===== config.mk =====
export PLATFORM = sky130hd
export DESIGN_NAME = instr_fetch_buffer
export DESIGN_NICKNAME = d
export VERILOG_FILES = /design/src/rtl/instr_fetch_buffer_pkg.sv /design/src/rtl/instr_fetch_buffer_fifo.sv /design/src/rtl/instr_fetch_buffer.sv
export SDC_FILE = /design/constraint.sdc
export NUM_CORES = 1
export LEC_CHECK = 0
export CORE_UTILIZATION = 39
export CTS_BUF_LIST = sky130_fd_sc_hd__clkbuf_8
export DETAILED_ROUTE_END_ITERATION = 8
export PLACE_DENSITY_LB_ADDON = 0.1
export SKIP_CTS_REPAIR_TIMING = 1
export SYNTH_ARGS = -nofsm -noshare
export SYNTH_HDL_FRONTEND = slang
export SYNTH_SLANG_ARGS = --single-unit
export TNS_END_PERCENT = 30

===== constraint.sdc =====
create_clock -name clk -period 4.65 [get_ports clk]
set_clock_uncertainty 0.05 [all_clocks]
set_input_delay 0.93 -clock clk [delete_from_list [all_inputs] [get_ports clk]]
set_output_delay 0.93 -clock clk [all_outputs]
set_load 0.05 [all_outputs]

===== src/rtl/instr_fetch_buffer_pkg.sv =====
// Shared definitions for the instruction fetch buffer: fetch step, default
// reset vector and the layout of one prefetched entry.
package instr_fetch_buffer_pkg;

    localparam logic [31:0] PC_STEP          = 32'd4;
    localparam logic [31:0] DEFAULT_RESET_PC = 32'h0000_0000;

    typedef struct packed {
        logic [31:0] pc;
        logic [31:0] instr;
    } fetch_entry_t;

    function automatic logic [31:0] align_pc(input logic [31:0] pc);
        return {pc[31:2], 2'b00};
    endfunction

endpackage


===== src/rtl/instr_fetch_buffer_fifo.sv =====
// fetch_fifo: synchronous FIFO of fetch entries with flush; pointers carry an
// extra wrap bit so count and full/empty fall out of a plain subtraction.
module fetch_fifo
    import instr_fetch_buffer_pkg::*;
#(
    parameter int unsigned DEPTH = 4
) (
    input  logic                    clk,
    input  logic                    rst,
    input  logic                    flush,
    input  logic                    push,
    input  logic                    pop,
    input  logic [31:0]             wr_pc,
    input  logic [31:0]             wr_instr,
    output logic [31:0]             rd_pc,
    output logic [31:0]             rd_instr,
    output logic                    full,
    output logic                    empty,
    output logic [$clog2(DEPTH):0]  count
);

    localparam int unsigned AW         = $clog2(DEPTH);
    localparam logic [AW:0] FULL_COUNT = (AW + 1)'(DEPTH);

    fetch_entry_t mem [DEPTH];
    logic [AW:0]  wr_ptr;
    logic [AW:0]  rd_ptr;
    logic         do_push;
    logic         do_pop;
    fetch_entry_t head;

    assign count = wr_ptr - rd_ptr;
    assign full  = (count == FULL_COUNT);
    assign empty = (count == '0);

    // A push into a full FIFO is accepted only when the head leaves on the same edge.
    assign do_pop  = pop & ~empty;
    assign do_push = push & (~full | do_pop);

    always_ff @(posedge clk) begin
        if (rst || flush) begin
            wr_ptr <= '0;
            rd_ptr <= '0;
        end else begin
            if (do_push) begin
                wr_ptr <= wr_ptr + 1'b1;
            end
            if (do_pop) begin
                rd_ptr <= rd_ptr + 1'b1;
            end
        end
    end

    always_ff @(posedge clk) begin
        if (do_push && !rst && !flush) begin
            mem[wr_ptr[AW-1:0]] <= '{pc: wr_pc, instr: wr_instr};
        end
    end

    assign head     = mem[rd_ptr[AW-1:0]];
    assign rd_pc    = head.pc;
    assign rd_instr = head.instr;

endmodule


===== src/rtl/instr_fetch_buffer.sv =====
// instr_fetch_buffer: sequential prefetcher that streams instruction words into
// a small FIFO for decode, with a single-cycle flush on branch redirect.
module instr_fetch_buffer
    import instr_fetch_buffer_pkg::*;
#(
    parameter int unsigned DEPTH    = 4,
    parameter logic [31:0] RESET_PC = DEFAULT_RESET_PC
) (
    input  logic        clk,
    input  logic        rst,
    output logic [31:0] Pc,
    input  logic [31:0] instr,
    input  logic        redirect_valid,
    input  logic [31:0] redirect_pc,
    output logic        out_valid,
    input  logic        out_ready,
    output logic [31:0] out_instr,
    output logic [31:0] out_pc
);

    localparam int unsigned CW         = $clog2(DEPTH) + 1;
    localparam logic [CW-1:0] DEPTH_C  = CW'(DEPTH);

    logic [31:0]   fetch_pc;
    logic          push;
    logic          pop;
    logic          full;
    logic          empty;
    logic [CW-1:0] count;
    logic [31:0]   head_pc;
    logic [31:0]   head_instr;

    assign Pc        = fetch_pc;
    assign out_valid = ~empty;
    assign out_pc    = out_valid ? head_pc    : '0;
    assign out_instr = out_valid ? head_instr : '0;

    // out_ready only reaches the registered fetch_pc, never Pc directly.
    assign pop  = out_valid & out_ready & ~redirect_valid;
    assign push = ~redirect_valid & (~full | pop);

    always_ff @(posedge clk) begin
        if (rst) begin
            fetch_pc <= RESET_PC;
        end else if (redirect_valid) begin
            fetch_pc <= align_pc(redirect_pc);
        end else if (push) begin
            fetch_pc <= fetch_pc + PC_STEP;
        end
    end

    fetch_fifo #(
        .DEPTH (DEPTH)
    ) u_fetch_fifo (
        .clk      (clk),
        .rst      (rst),
        .flush    (redirect_valid),
        .push     (push),
        .pop      (pop),
        .wr_pc    (fetch_pc),
        .wr_instr (instr),
        .rd_pc    (head_pc),
        .rd_instr (head_instr),
        .full     (full),
        .empty    (empty),
        .count    (count)
    );

    count_in_range: assert property (@(posedge clk) disable iff (rst) count <= DEPTH_C);

endmodule

==> impl_results.html, run 1 <==
<table>
<tr><th>Metric</th><th>Value</th></tr>
<tr><th colspan="2">Run status</th></tr>
<tr><td>Outcome</td><td>completed</td></tr>
<tr><th colspan="2">Worst setup path</th></tr>
<tr><td>Kind of capture point of the worst setup path</td><td>output pin</td></tr>
<tr><td>Beginning of the worst register-to-register path</td><td>u_fetch_fifo.wr_ptr[0]$_SDFFE_PP0P_</td></tr>
<tr><td>Worst Path Arrival</td><td>3150 ps</td></tr>
<tr><td>Crit-path slowest cell</td><td>clkdlybuf4s50_1</td></tr>
<tr><td>Cell mode on critical path</td><td>nor2b_1</td></tr>
<tr><td>Critical-path maximum fanout</td><td>42</td></tr>
<tr><td>Worst Path Required</td><td>3670 ps</td></tr>
<tr><td>Critical path startpoint</td><td>u_fetch_fifo.wr_ptr[0]$_SDFFE_PP0P_</td></tr>
<tr><td>Kind of cell with the highest combined delay on the critical path</td><td>buffers and inverters</td></tr>
<tr><td>Critical path launch point type</td><td>flip-flop</td></tr>
<tr><td>Crit path cell chain</td><td>inv_1, ha_1, nor2b_1, xnor2_2, nor2_4, buf_4, nor2b_1, clkdlybuf4s50_1</td></tr>
<tr><td>Buf/Inv on CP</td><td>3</td></tr>
<tr><td>Peak per-stage delay on the critical path</td><td>860 ps</td></tr>
<tr><td>Startpoint-to-endpoint class of the critical path</td><td>reg -&gt; out</td></tr>
<tr><th colspan="2">Layout</th></tr>
<tr><td>Number of nets at the end of the flow</td><td>911</td></tr>
<tr><td>Cell area after layout</td><td>14400 um^2</td></tr>
<tr><td>Count of fill cells added during filler insertion</td><td>2474</td></tr>
<tr><td>Non-filler cells, final</td><td>1257</td></tr>
<tr><td>Layout cell share with drive strength beyond 1</td><td>16.6%</td></tr>
<tr><td>Area added between synthesis and finish</td><td>24.7%</td></tr>
<tr><td>Fraction of the core area covered by cells at the end of the flow</td><td>49.8%</td></tr>
<tr><td>Final antenna diode count</td><td>0</td></tr>
<tr><th colspan="2">Route</th></tr>
<tr><td>Routed vias</td><td>6411</td></tr>
<tr><td>Detailed Route WL</td><td>25.1 mm</td></tr>
<tr><td>Mean routed wirelength per cell</td><td>19.9 um</td></tr>
<tr><td>Vias per inst</td><td>5.10</td></tr>
<tr><td>ANT nets after route</td><td>0</td></tr>
<tr><td># DRC</td><td>0</td></tr>
<tr><td>Initial DRC count</td><td>326</td></tr>
<tr><td>Number of iterations in the first detailed-routing pass</td><td>4</td></tr>
<tr><th colspan="2">Floorplanning</th></tr>
<tr><td>Starting density of the core</td><td>39.9%</td></tr>
<tr><td>Die outline area</td><td>30300 um^2</td></tr>
<tr><td>Number of core rows</td><td>62</td></tr>
<tr><td>Die extent in x</td><td>174 um</td></tr>
<tr><td>Die extent in y</td><td>174 um</td></tr>
<tr><td>I/O Pins</td><td>165</td></tr>
<tr><td>Core Region</td><td>28900 um^2</td></tr>
<tr><th colspan="2">Placed design</th></tr>
<tr><td>Instance count after placement with tap cells included</td><td>1170</td></tr>
<tr><td>HPWL after detailed placement</td><td>14.6 mm</td></tr>
<tr><td>Pre-CTS setup slack</td><td>1020 ps</td></tr>
<tr><td>RD Place Congestion</td><td>0.756</td></tr>
<tr><td>Count of buffers inserted at the top-level ports</td><td>158</td></tr>
<tr><td>Cell Area, Placed</td><td>13600 um^2</td></tr>
<tr><th colspan="2">GRT</th></tr>
<tr><td>Global-route track usage on met3</td><td>3.70%</td></tr>
<tr><td>Met2 capacity usage during global routing</td><td>27.4%</td></tr>
<tr><td>Number of antenna violations at the first check in global routing</td><td>1</td></tr>
<tr><td>Residual overflow from global routing</td><td>0</td></tr>
<tr><td>Global route hottest layer</td><td>met2</td></tr>
<tr><td>Maximum number of pins on one net before global-route repair</td><td>63</td></tr>
<tr><td>All-Layer GR Usage</td><td>16.8%</td></tr>
<tr><td>Vias in the first global route</td><td>6892</td></tr>
<tr><td>First-pass GRT wire length</td><td>38.9 mm</td></tr>
<tr><td>Global-route met1 utilization</td><td>22.5%</td></tr>
<tr><th colspan="2">Synthesis</th></tr>
<tr><td>Most repeated cell in the gate-level netlist after synthesis</td><td>edfxtp_1</td></tr>
<tr><td>Primary flip-flop cell chosen by synthesis mapping</td><td>edfxtp_1</td></tr>
<tr><td>Synth Cell Area</td><td>11600 um^2</td></tr>
<tr><td>Area fraction of the dominant cell type after synthesis</td><td>64.4%</td></tr>
<tr><td>FFs w/ async S/R, synth</td><td>0%</td></tr>
<tr><td>YS warnings</td><td>0</td></tr>
<tr><td>Number of distinct library cells after synthesis</td><td>41</td></tr>
<tr><td>Synthesized instance count</td><td>653</td></tr>
<tr><td>Sequential fraction of the synthesis area</td><td>71.0%</td></tr>
<tr><td>EDFF count, synth</td><td>248</td></tr>
<tr><td>FF+latch count, synth</td><td>286</td></tr>
<tr><td>Average instance area after synthesis</td><td>17.7 um^2</td></tr>
<tr><td>Leading area contributor after synthesis</td><td>edfxtp_1</td></tr>
<tr><td>Top post-synthesis cells by area</td><td>edfxtp_1 (64%), mux4_2 (12%), dfxtp_1 (6.6%)</td></tr>
<tr><td>Top cell types by occurrence after synthesis</td><td>edfxtp_1 (248), nor2b_1 (63), mux4_2 (62), dfxtp_1 (38)</td></tr>
<tr><th colspan="2">Pwr</th></tr>
<tr><td>Net Sw Frac</td><td>26.4%</td></tr>
<tr><td>Cell internal power dissipation</td><td>4.11 mW</td></tr>
<tr><td>Clock share of power</td><td>34.3%</td></tr>
<tr><td>Comb pwr share</td><td>13.3%</td></tr>
<tr><td>Portion of total power attributed to sequential cells</td><td>52.4%</td></tr>
<tr><td>Overall Power</td><td>5.59 mW</td></tr>
<tr><td>Power dissipated by switching net loads</td><td>1.47 mW</td></tr>
<tr><td>Pwr/cell area</td><td>388 nW/um^2</td></tr>
<tr><td>Worst VDD drop</td><td>0.193 mV</td></tr>
<tr><td>Leakage Power</td><td>4.61 nW</td></tr>
<tr><th colspan="2">Clocking</th></tr>
<tr><td>CTS sink count</td><td>286</td></tr>
<tr><td>Max Buffers Root-to-Sink</td><td>3</td></tr>
<tr><td>Cell at the root of the clock tree</td><td>clkbuf_8</td></tr>
<tr><td>Clock-pin slew on the worst setup and hold paths</td><td>60 ps</td></tr>
<tr><td>Skew-Pair Late Insertion Delay</td><td>550 ps</td></tr>
<tr><td>CTS tree</td><td>built</td></tr>
<tr><td>H-tree Lvls</td><td>2</td></tr>
<tr><td>CTS buffer count</td><td>47</td></tr>
<tr><th colspan="2">STA</th></tr>
<tr><td>Unrepaired setup endpoints after global routing</td><td>no</td></tr>
<tr><td>Setup total negative slack</td><td>0 ps</td></tr>
<tr><td>Actual transition at the worst max-transition pin</td><td>1030 ps</td></tr>
<tr><td>Relative slew slack</td><td>31.3%</td></tr>
<tr><td>Final number of max-transition violations</td><td>0</td></tr>
<tr><td>Setup violation total in the final timing report</td><td>0</td></tr>
<tr><td>Final hold viol count</td><td>0</td></tr>
<tr><td>Final worst-path cycle share</td><td>88.7%</td></tr>
<tr><td>Worst Setup Slack, final</td><td>524 ps</td></tr>
<tr><td>Final critical path time including I/O delays and setup</td><td>4130 ps</td></tr>
<tr><td>Highest clock frequency the design can meet</td><td>242 MHz</td></tr>
<tr><td>Worst hold-check slack</td><td>492 ps</td></tr>
<tr><th colspan="2">Hold path</th></tr>
<tr><td>Worst hold-check path type</td><td>reg -&gt; reg</td></tr>
<tr><td>Hold Startpoint</td><td>u_fetch_fifo.rd_ptr[2]$_SDFFE_PP0N_</td></tr>
<tr><th colspan="2">Run</th></tr>
<tr><td>Max-cap check violation count</td><td>0</td></tr>
</table>
==> worst min-delay path: cells and delay by family (launching register included) <==
| family | cells | cell delay, ps |
|---|---|---|
| xor gates and xnor gates | 1 | 80 |
| and+or+nand+nor | 1 | 70 |
| DFF | 1 | 360 |
==> routing by layer <==
layer	up-vias	wire [um]
li1	2933	-
met1	3230	11000
met2	202	12100
met3	46	1400
met4	0	527
met5	-	0
==> flip-flops by register name (all words and copies together), names as in the netlist, named ones only <==
register             count
u_fetch_fifo.mem       248
Pc                      30
u_fetch_fifo.rd_ptr      3
u_fetch_fifo.wr_ptr      3
==> worst paths after layout <==
kind                                                             to  slack [ps]  cells after the start
worst max-delay path                                     out_pc[13]         520                      8
worst min-delay path            u_fetch_fifo.rd_ptr[2]$_SDFFE_PP0N_         490                      2
worst max register to register    u_fetch_fifo.mem[1][11]$_DFFE_PP_        1790                      7
worst min register to register  u_fetch_fifo.rd_ptr[2]$_SDFFE_PP0N_         490                      2
==> cell type report <==
cell class	count	area, um^2	share of cell area [%]
clock buffers	49	674	4.68
clock inverters	38	154	1.07
inverters	8	30.0	0.208
multi-input cells	321	3180	22.1
flip-flops and latches	286	8220	57.0
well taps	384	480	3.33
repair buffers	171	1680	11.7
==> placed cells by master (no fill, tap or decap), drive strengths merged, types with 5 or more instances in the layout <==
master and count:
clkdlybuf4s50 158, a211oi 27, dfxtp 38, and4 5, nand4 6, clkbuf 49
o21bai 8, a2111oi 7, nor2 30, nand2 15, mux4 62, a21oi 16
xnor2 30, nor2b 63, clkinv 8, nand3 12, edfxtp 248, inv 37
ha 8, buf 13, and3 6
==> logic make-up (layout without fill, tap and decap cells) <==
group	after synthesis	count (layout)	synth area share, %
buffers and inverters	49	266	1.87
flip-flops	286	286	71.0
multiplexers	63	63	12.2
AO/OA/AOI/OAI	72	72	4.68
other	1	4	0.0325
adder cells (fa/ha/maj)	8	8	0.866
AND/OR/NAND/NOR	142	142	6.93
XOR/XNOR	32	32	2.43
==> power by group through the flow <==
stage,logic [mW],clock network [mW],registers [mW]
6_report,0.740,1.92,2.93
5_1_grt,0.779,2.10,2.94
4_1_cts,0.749,1.99,2.93
3_5_place_dp,0.747,0,2.98
3_3_place_gp,0.745,0,2.98
2_1_floorplan,0.407,0,3.02
(Power assumes the default switching activity.)
==> run 2, diff against run 1 <==
- ABC_AREA: default -> 1
==> impl_results.html, run 2 <==
<table>
<tr><th>Metric</th><th>Value</th></tr>
<tr><th colspan="2">Worst setup path</th></tr>
<tr><td>Crit-path slowest cell</td><td>clkdlybuf4s50_1</td></tr>
<tr><td>Kind of capture point of the worst setup path</td><td>output pin</td></tr>
<tr><td>Critical path startpoint</td><td>u_fetch_fifo.wr_ptr[0]$_SDFFE_PP0P_</td></tr>
<tr><td>R2R setup slack</td><td>1910 ps (+120 ps)</td></tr>
<tr><td>Endpoint of the most critical register-to-register path</td><td>u_fetch_fifo.mem[2][29]$_DFFE_PP_</td></tr>
<tr><td>Worst Path Arrival</td><td>3310 ps (+160 ps)</td></tr>
<tr><td>Startpoint-to-endpoint class of the critical path</td><td>reg -&gt; out</td></tr>
<tr><td>Crit path cell chain</td><td>inv_1, ha_1, nand2_1, inv_1, nand3_4, buf_12, nand2_1, inv_1, clkdlybuf4s50_1</td></tr>
<tr><td>Peak per-stage delay on the critical path</td><td>690 ps (-170 ps)</td></tr>
<tr><td>Beginning of the worst register-to-register path</td><td>u_fetch_fifo.rd_ptr[1]$_SDFFE_PP0N_</td></tr>
<tr><td>Endpoint of the worst setup timing path</td><td>out_instr[25]</td></tr>
<tr><td>Worst Path Required</td><td>3670 ps (about the same)</td></tr>
<tr><td>Critical path launch point type</td><td>flip-flop</td></tr>
<tr><td>Register-to-Register Path Depth</td><td>10 (+3)</td></tr>
<tr><td>Cell mode on critical path</td><td>inv_1</td></tr>
<tr><td>Critical-path maximum fanout</td><td>33 (-21%)</td></tr>
<tr><th colspan="2">Synthesis</th></tr>
<tr><td>Area fraction of the dominant cell type after synthesis</td><td>59.2% (-5.3 points)</td></tr>
<tr><td>Average instance area after synthesis</td><td>10.7 um^2 (-40%)</td></tr>
<tr><td>Synth Cell Area</td><td>12600 um^2 (+8.9%)</td></tr>
<tr><td>Leading area contributor after synthesis</td><td>edfxtp_1</td></tr>
<tr><td>Top post-synthesis cells by area</td><td>edfxtp_1 (59%), nor2_1 (7.7%), dfxtp_1 (6.0%)</td></tr>
<tr><td>Number of distinct library cells after synthesis</td><td>41 (unchanged)</td></tr>
<tr><td>FF+latch count, synth</td><td>286 (unchanged)</td></tr>
<tr><td>FFs w/ async S/R, synth</td><td>0% (unchanged)</td></tr>
<tr><td>Synthesized instance count</td><td>1178 (+80%)</td></tr>
<tr><td>Top cell types by occurrence after synthesis</td><td>nor2_1 (259), edfxtp_1 (248), nand2_1 (165), inv_1 (105), o21ai_0 (73)</td></tr>
<tr><td>YS warnings</td><td>0 (unchanged)</td></tr>
<tr><td>Primary flip-flop cell chosen by synthesis mapping</td><td>edfxtp_1</td></tr>
<tr><td>EDFF count, synth</td><td>248 (unchanged)</td></tr>
<tr><td>Sequential fraction of the synthesis area</td><td>65.2% (-5.8 points)</td></tr>
<tr><td>Most repeated cell in the gate-level netlist after synthesis</td><td>nor2_1</td></tr>
<tr><th colspan="2">Layout</th></tr>
<tr><td>Max reg flops</td><td>248 (unchanged)</td></tr>
<tr><td>Layout cell share with drive strength beyond 1</td><td>10.3% (-6.3 points)</td></tr>
<tr><td>Cell area after layout</td><td>15500 um^2 (+7.9%)</td></tr>
<tr><td>Most common cell after layout, fill and taps aside</td><td>nor2_1</td></tr>
<tr><td>Area added between synthesis and finish</td><td>23.5%</td></tr>
<tr><td>Final antenna diode count</td><td>0 (unchanged)</td></tr>
<tr><td>Fraction of the core area covered by cells at the end of the flow</td><td>49.1% (-0.66 points)</td></tr>
<tr><td>Non-filler cells, final</td><td>1777 (+41%)</td></tr>
<tr><td>Number of nets at the end of the flow</td><td>1424 (+56%)</td></tr>
<tr><td>Top library cells by usage in the layout, fill and taps aside</td><td>nor2_1 (255), edfxtp_1 (248), nand2_1 (165), clkdlybuf4s50_1 (158), inv_1 (116)</td></tr>
<tr><th colspan="2">Clocking</th></tr>
<tr><td>H-tree Lvls</td><td>2 (unchanged)</td></tr>
<tr><td>Skew-Pair Late Insertion Delay</td><td>570 ps (+20 ps)</td></tr>
<tr><td>Max Buffers Root-to-Sink</td><td>3 (unchanged)</td></tr>
<tr><td>Clock-pin slew on the worst setup and hold paths</td><td>60 ps (about the same)</td></tr>
<tr><td>CTS tree</td><td>built</td></tr>
<tr><td>CTS buffer count</td><td>50 (+6.4%)</td></tr>
<tr><td>CTS sink count</td><td>286 (unchanged)</td></tr>
<tr><td>Cell at the root of the clock tree</td><td>clkbuf_8</td></tr>
<tr><th colspan="2">Route</th></tr>
<tr><td>Mean routed wirelength per cell</td><td>16.6 um (-17%)</td></tr>
<tr><td>Routed vias</td><td>8847 (+38%)</td></tr>
<tr><td>Vias per inst</td><td>4.98 (-2.4%)</td></tr>
<tr><td># DRC</td><td>0 (unchanged)</td></tr>
<tr><td>Number of iterations in the first detailed-routing pass</td><td>6 (+2)</td></tr>
<tr><td>Initial DRC count</td><td>556 (+71%)</td></tr>
<tr><td>ANT nets after route</td><td>0 (unchanged)</td></tr>
<tr><td>Detailed Route WL</td><td>29.5 mm (+18%)</td></tr>
<tr><th colspan="2">STA</th></tr>
<tr><td>Highest clock frequency the design can meet</td><td>233 MHz (-3.9%)</td></tr>
<tr><td>Relative slew slack</td><td>45.6% (+14 points)</td></tr>
<tr><td>Setup total negative slack</td><td>0 ps (unchanged)</td></tr>
<tr><td>Final critical path time including I/O delays and setup</td><td>4290 ps (+169 ps)</td></tr>
<tr><td>Final worst-path cycle share</td><td>92.4% (+3.6 points)</td></tr>
<tr><td>Actual transition at the worst max-transition pin</td><td>815 ps (-216 ps)</td></tr>
<tr><td>Final hold viol count</td><td>0 (unchanged)</td></tr>
<tr><td>Final number of max-transition violations</td><td>0 (unchanged)</td></tr>
<tr><td>Worst hold-check slack</td><td>463 ps (-28.6 ps)</td></tr>
<tr><td>Setup violation total in the final timing report</td><td>0 (unchanged)</td></tr>
<tr><td>Unrepaired setup endpoints after global routing</td><td>no</td></tr>
<tr><th colspan="2">Floorplanning</th></tr>
<tr><td>Core Region</td><td>31600 um^2 (+9.3%)</td></tr>
<tr><td>Die extent in y</td><td>182 um (+4.3%)</td></tr>
<tr><td>Starting density of the core</td><td>39.8% (-0.15 points)</td></tr>
<tr><td>Die outline area</td><td>33000 um^2 (+8.8%)</td></tr>
<tr><td>I/O Pins</td><td>165 (unchanged)</td></tr>
<tr><td>Number of core rows</td><td>65 (+4.8%)</td></tr>
<tr><td>Die extent in x</td><td>182 um (+4.3%)</td></tr>
<tr><th colspan="2">GRT</th></tr>
<tr><td>Number of antenna violations at the first check in global routing</td><td>0 (-1)</td></tr>
<tr><td>Maximum number of pins on one net before global-route repair</td><td>79 (+25%)</td></tr>
<tr><td>Residual overflow from global routing</td><td>0 (unchanged)</td></tr>
<tr><td>Vias in the first global route</td><td>8604 (+25%)</td></tr>
<tr><td>All-Layer GR Usage</td><td>18.3% (+1.4 points)</td></tr>
<tr><td>First-pass GRT wire length</td><td>47.0 mm (+21%)</td></tr>
<tr><th colspan="2">Placed design</th></tr>
<tr><td>Count of buffers inserted at the top-level ports</td><td>158 (unchanged)</td></tr>
<tr><td>Cell Area, Placed</td><td>14600 um^2 (+7.8%)</td></tr>
<tr><td>Instance count after placement with tap cells included</td><td>1698 (+45%)</td></tr>
<tr><td>RD Place Congestion</td><td>0.800 (+5.8%)</td></tr>
<tr><td>HPWL after detailed placement</td><td>17.6 mm (+21%)</td></tr>
<tr><th colspan="2">Hold path</th></tr>
<tr><td>Worst hold-check path type</td><td>reg -&gt; reg</td></tr>
<tr><th colspan="2">Pwr</th></tr>
<tr><td>Worst VDD drop</td><td>0.184 mV (-4.4%)</td></tr>
<tr><td>Leakage Power</td><td>5.88 nW (+28%)</td></tr>
<tr><td>Pwr/cell area</td><td>404 nW/um^2 (+4.2%)</td></tr>
<tr><th colspan="2">Run</th></tr>
<tr><td>Max-cap check violation count</td><td>0 (unchanged)</td></tr>
<tr><th colspan="2">Run status</th></tr>
<tr><td>Outcome</td><td>completed</td></tr>
</table>
## run 2: changes by cell type after synthesis, moves of 62 or more
| cell | before | now |
|---|---|---|
| mux4_2 | 62 | 0 |
| o21ai_0 | 4 | 73 |
| nand2_1 | 15 | 165 |
| inv_1 | 7 | 105 |
| nor2_1 | 30 | 259 |
| nor2b_1 | 63 | 0 |
| o32ai_1 | 0 | 62 |
## run 2: layer usage
metal | vias to the layer above | share of wire, % | track usage (%)
met5 | - | 0 | 0
met4 | 0 | 1.5 | 4.64
met3 | 42 | 4.8 | 3.35
met2 | 203 | 47 | 30.3
met1 | 4231 | 46 | 24.7
li1 | 4371 | - | -
## run 2: area by class of cell
cell class                 instances  area, um^2
clock inverter                    28         200
fill                            2929       16100
sequential                       286        8220
clock buffer                      51         702
timing repair buffer             177        1820
multi-input combinational        719        3670
inverter                         114         430
tap                              402         503
## run 2: stage by stage
stage	setup WS (ps)	total power, mW
after floorplan	-34.7	3.77
after detailed placement	878	4.22
after global routing	101	6.56
after CTS	262	6.37
final	355	6.28
after global placement	897	4.21
## run 2: logic make-up after synthesis
| logic type | after synthesis | synth area share (%) |
|---|---|---|
| flops | 286 | 65.2 |
| buf+inv | 176 | 5.94 |
| fa+ha+maj | 8 | 0.795 |
| other cells | 1 | 0.0298 |
| xor+xnor | 10 | 0.696 |
| mux | 4 | 0.318 |
| compound gates | 186 | 9.64 |
| simple gates | 507 | 17.4 |
## run 2: critical path: cells and delay by family, from the launching register on
| family | cells | cell delay [ps] |
|---|---|---|
| DFF | 1 | 410 |
| buffers and inverters | 5 | 1450 |
| adders and majority gates | 1 | 280 |
| and+or+nand+nor | 3 | 620 |
## run 2: where the power goes
part	switching [mW]	leakage, nW	internal [mW]
sequential	0.0908	2.59	2.88
combinational	0.789	2.79	0.391
clock	0.961	0.502	1.17
total	1.84	5.88	4.44
## run 2: worst min path at each step
stage / startpoint / end / slack [ps] / cells past startpoint
floorplan: u_fetch_fifo.wr_ptr[0]$_SDFFE_PP0P_ / u_fetch_fifo.wr_ptr[0]$_SDFFE_PP0P_ / 410 / 1
global placement: u_fetch_fifo.wr_ptr[0]$_SDFFE_PP0P_ / u_fetch_fifo.wr_ptr[0]$_SDFFE_PP0P_ / 440 / 1
detailed placement: u_fetch_fifo.wr_ptr[0]$_SDFFE_PP0P_ / u_fetch_fifo.wr_ptr[0]$_SDFFE_PP0P_ / 450 / 1
CTS: u_fetch_fifo.wr_ptr[0]$_SDFFE_PP0P_ / u_fetch_fifo.wr_ptr[0]$_SDFFE_PP0P_ / 460 / 1
global route: u_fetch_fifo.wr_ptr[0]$_SDFFE_PP0P_ / u_fetch_fifo.wr_ptr[0]$_SDFFE_PP0P_ / 480 / 1
finish: u_fetch_fifo.wr_ptr[0]$_SDFFE_PP0P_ / u_fetch_fifo.wr_ptr[0]$_SDFFE_PP0P_ / 460 / 1
==> run 3, diff against run 2 <==
- CTS_BUF_LIST: sky130_fd_sc_hd__clkbuf_8 -> sky130_fd_sc_hd__clkbuf_4 sky130_fd_sc_hd__clkbuf_8
- GPL_ROUTABILITY_DRIVEN: default -> 1
- SETUP_SLACK_MARGIN: default -> 0.2
==> impl_results.html, run 3 (synthesis gave the netlist of run 2 again) <==
<table>
<tr><th>Metric</th><th>Value</th></tr>
<tr><th colspan="2">GRT</th></tr>
<tr><td>Residual overflow from global routing</td><td>0 (unchanged)</td></tr>
<tr><td>First-pass GRT wire length</td><td>46.9 mm (about the same)</td></tr>
<tr><td>Number of antenna violations at the first check in global routing</td><td>0 (unchanged)</td></tr>
<tr><td>All-Layer GR Usage</td><td>18.3% (about the same)</td></tr>
<tr><td>Vias in the first global route</td><td>8590 (-0.16%)</td></tr>
<tr><td>Maximum number of pins on one net before global-route repair</td><td>79 (unchanged)</td></tr>
<tr><th colspan="2">Route</th></tr>
<tr><td>Mean routed wirelength per cell</td><td>16.8 um (+1.0%)</td></tr>
<tr><td>Number of iterations in the first detailed-routing pass</td><td>5 (-1)</td></tr>
<tr><td>Initial DRC count</td><td>493 (-11%)</td></tr>
<tr><td># DRC</td><td>0 (unchanged)</td></tr>
<tr><td>Detailed Route WL</td><td>29.8 mm (+1.1%)</td></tr>
<tr><td>Vias per inst</td><td>4.99 (+0.28%)</td></tr>
<tr><td>Routed vias</td><td>8877 (+0.34%)</td></tr>
<tr><td>ANT nets after route</td><td>0 (unchanged)</td></tr>
<tr><th colspan="2">Worst setup path</th></tr>
<tr><td>Worst Path Required</td><td>3670 ps (about the same)</td></tr>
<tr><td>Register-to-Register Path Depth</td><td>10 (unchanged)</td></tr>
<tr><td>Worst Path Arrival</td><td>3250 ps (-60 ps)</td></tr>
<tr><td>Critical-path maximum fanout</td><td>24 (-27%)</td></tr>
<tr><td>R2R setup slack</td><td>1870 ps (-40 ps)</td></tr>
<tr><td>Endpoint of the most critical register-to-register path</td><td>u_fetch_fifo.mem[2][29]$_DFFE_PP_</td></tr>
<tr><td>Startpoint-to-endpoint class of the critical path</td><td>reg -&gt; out</td></tr>
<tr><td>Kind of capture point of the worst setup path</td><td>output pin</td></tr>
<tr><td>Critical path launch point type</td><td>flip-flop</td></tr>
<tr><td>Crit path cell chain</td><td>inv_1, ha_1, nand2_1, inv_1, nand3_4, buf_12, nand2_1, inv_1, clkdlybuf4s50_1</td></tr>
<tr><td>Crit-path slowest cell</td><td>clkdlybuf4s50_1</td></tr>
<tr><td>Cell mode on critical path</td><td>inv_1</td></tr>
<tr><td>Peak per-stage delay on the critical path</td><td>700 ps (about the same)</td></tr>
<tr><td>Beginning of the worst register-to-register path</td><td>u_fetch_fifo.rd_ptr[1]$_SDFFE_PP0N_</td></tr>
<tr><th colspan="2">Layout</th></tr>
<tr><td>Max reg flops</td><td>248 (unchanged)</td></tr>
<tr><td>Count of fill cells added during filler insertion</td><td>2916 (-0.44%)</td></tr>
<tr><td>Fraction of the core area covered by cells at the end of the flow</td><td>49.3% (+0.16 points)</td></tr>
<tr><td>Most common cell after layout, fill and taps aside</td><td>nor2_1</td></tr>
<tr><td>Area of all sequential standard cells</td><td>8220 um^2 (unchanged)</td></tr>
<tr><td>Combined area of the multi-input logic cells</td><td>3680 um^2 (+0.27%)</td></tr>
<tr><td>Final antenna diode count</td><td>0 (unchanged)</td></tr>
<tr><td>Top library cells by usage in the layout, fill and taps aside</td><td>nor2_1 (255), edfxtp_1 (248), nand2_1 (165), clkdlybuf4s50_1 (158), inv_1 (105)</td></tr>
<tr><td>Area added between synthesis and finish</td><td>23.9%</td></tr>
<tr><td>Number of nets at the end of the flow</td><td>1425 (+0.070%)</td></tr>
<tr><td>Layout cell share with drive strength beyond 1</td><td>11.2% (+0.86 points)</td></tr>
<tr><th colspan="2">STA</th></tr>
<tr><td>Final critical path time including I/O delays and setup</td><td>4230 ps (-60.4 ps)</td></tr>
<tr><td>Final hold viol count</td><td>0 (unchanged)</td></tr>
<tr><td>Actual transition at the worst max-transition pin</td><td>811 ps (-4.77 ps)</td></tr>
<tr><td>Final worst-path cycle share</td><td>91.1% (-1.3 points)</td></tr>
<tr><td>Unrepaired setup endpoints after global routing</td><td>no</td></tr>
<tr><td>Highest clock frequency the design can meet</td><td>236 MHz (+1.4%)</td></tr>
<tr><td>Relative slew slack</td><td>46.0% (+0.32 points)</td></tr>
<tr><td>Final number of max-transition violations</td><td>0 (unchanged)</td></tr>
<tr><td>Setup violation total in the final timing report</td><td>0 (unchanged)</td></tr>
<tr><th colspan="2">Pwr</th></tr>
<tr><td>Leakage Power</td><td>5.89 nW (about the same)</td></tr>
<tr><td>Worst VDD drop</td><td>0.184 mV (+0.10%)</td></tr>
<tr><td>Clock share of power</td><td>34.9% (+0.9 points)</td></tr>
<tr><td>Portion of total power attributed to sequential cells</td><td>46.5% (-0.8 points)</td></tr>
<tr><td>Comb pwr share</td><td>18.6% (-0.2 points)</td></tr>
<tr><td>Overall Power</td><td>6.38 mW (+1.6%)</td></tr>
<tr><td>Cell internal power dissipation</td><td>4.53 mW (+2.0%)</td></tr>
<tr><td>Pwr/cell area</td><td>409 nW/um^2 (+1.3%)</td></tr>
<tr><td>Net Sw Frac</td><td>29.0% (-0.28 points)</td></tr>
<tr><td>Power dissipated by switching net loads</td><td>1.85 mW (+0.61%)</td></tr>
<tr><th colspan="2">Hold path</th></tr>
<tr><td>Hold Path Depth</td><td>1 (unchanged)</td></tr>
<tr><td>Worst hold-check path type</td><td>reg -&gt; reg</td></tr>
<tr><td>Sink of the worst hold path</td><td>u_fetch_fifo.wr_ptr[0]$_SDFFE_PP0P_</td></tr>
<tr><td>Hold Startpoint</td><td>u_fetch_fifo.wr_ptr[0]$_SDFFE_PP0P_</td></tr>
<tr><th colspan="2">Floorplanning</th></tr>
<tr><td>Die extent in x</td><td>182 um (unchanged)</td></tr>
<tr><td>Starting density of the core</td><td>39.8% (unchanged)</td></tr>
<tr><td>Core Region</td><td>31600 um^2 (unchanged)</td></tr>
<tr><td>Die outline area</td><td>33000 um^2 (unchanged)</td></tr>
<tr><td>Number of core rows</td><td>65 (unchanged)</td></tr>
<tr><td>Die extent in y</td><td>182 um (unchanged)</td></tr>
<tr><td>I/O Pins</td><td>165 (unchanged)</td></tr>
<tr><th colspan="2">Clocking</th></tr>
<tr><td>CTS sink count</td><td>286 (unchanged)</td></tr>
<tr><td>CTS buffer count</td><td>50 (unchanged)</td></tr>
<tr><td>CTS tree</td><td>built</td></tr>
<tr><td>Max Buffers Root-to-Sink</td><td>3 (unchanged)</td></tr>
<tr><td>Skew-Pair Late Insertion Delay</td><td>570 ps (about the same)</td></tr>
<tr><td>Cell at the root of the clock tree</td><td>clkbuf_8</td></tr>
<tr><td>H-tree Lvls</td><td>2 (unchanged)</td></tr>
<tr><td>Clock-pin slew on the worst setup and hold paths</td><td>60 ps (about the same)</td></tr>
<tr><th colspan="2">Placed design</th></tr>
<tr><td>Count of buffers inserted at the top-level ports</td><td>158 (unchanged)</td></tr>
<tr><td>HPWL after detailed placement</td><td>17.6 mm (unchanged)</td></tr>
<tr><td>RD Place Congestion</td><td>0.800 (unchanged)</td></tr>
<tr><th colspan="2">Run</th></tr>
<tr><td>Max-cap check violation count</td><td>0 (unchanged)</td></tr>
<tr><th colspan="2">Run status</th></tr>
<tr><td>Outcome</td><td>completed</td></tr>
</table>
run 3: cell count changes in the layout (fill, tap and decap cells not counted):
cell and change:
clkbuf_4 +11, inv_1 -11, nand3_2 +1
run 3: critical path, delay by kind of cell, from the launching register on:
kind                     cells  cell delay, ps
adder cells (fa/ha/maj)      1             280
flip-flops                   1             410
buffers and inverters        5            1460
AND/OR/NAND/NOR              3             540
run 3: power by group through the flow:
stage | clock, mW | sequential [mW] | combinational, mW
3_5_place_dp | 0 | 3.02 | 1.20
3_3_place_gp | 0 | 3.02 | 1.19
5_1_grt | 2.41 | 2.98 | 1.27
6_report | 2.22 | 2.97 | 1.19
2_1_floorplan | 0 | 3.06 | 0.714
4_1_cts | 2.29 | 2.97 | 1.20
run 3: how the worst max path moves through the flow:
| stage | start | endpoint | slack (ps) | cells after the start |
|---|---|---|---|---|
| 3_3_place_gp | u_fetch_fifo.wr_ptr[0]$_SDFFE_PP0P_ | out_pc[21] | 900 | 9 |
| 6_report | u_fetch_fifo.wr_ptr[0]$_SDFFE_PP0P_ | out_instr[25] | 420 | 9 |
| 4_1_cts | u_fetch_fifo.wr_ptr[0]$_SDFFE_PP0P_ | out_pc[21] | 260 | 9 |
| 3_5_place_dp | u_fetch_fifo.wr_ptr[0]$_SDFFE_PP0P_ | out_pc[21] | 880 | 9 |
| 5_1_grt | u_fetch_fifo.wr_ptr[0]$_SDFFE_PP0P_ | out_pc[23] | 230 | 9 |
| 2_1_floorplan | rst | u_fetch_fifo.mem[0][0]$_DFFE_PP_ | -30 | 5 |
run 3: area by class of cell:
cell class / count / share of cell area (%)
inverter: 114 / 2.76
sequential: 286 / 52.7
clock inverter: 17 / 1.02
timing repair buffer: 177 / 11.7
tap: 402 / 3.22
multi-input combinational: 720 / 23.6
clock buffer: 62 / 5.03
run 3: per-stage QoR:
step / hold WS (ps) / cell area (um^2) / setup WS [ps] / TNS, ps / cells
6_report: 464 / 15600 / 416 / 0 / 1778
2_1_floorplan: 413 / 12600 / -34.7 / -8600 / 1181
5_1_grt: 478 / 15600 / 229 / 0 / 1778
3_5_place_dp: 450 / 14600 / 878 / 0 / 1698
4_1_cts: 465 / 15600 / 262 / 0 / 1777
3_3_place_gp: 439 / 14600 / 897 / 0 / 1698
run 3: per-layer routing:
metal  vias to the layer above  track usage (%)  wire (um)
met2                       225             30.3      14100
met4                         0             4.51        435
li1                       4381                -          -
met1                      4230             24.7      13700
met3                        41             3.41       1510
met5                         -                0          0
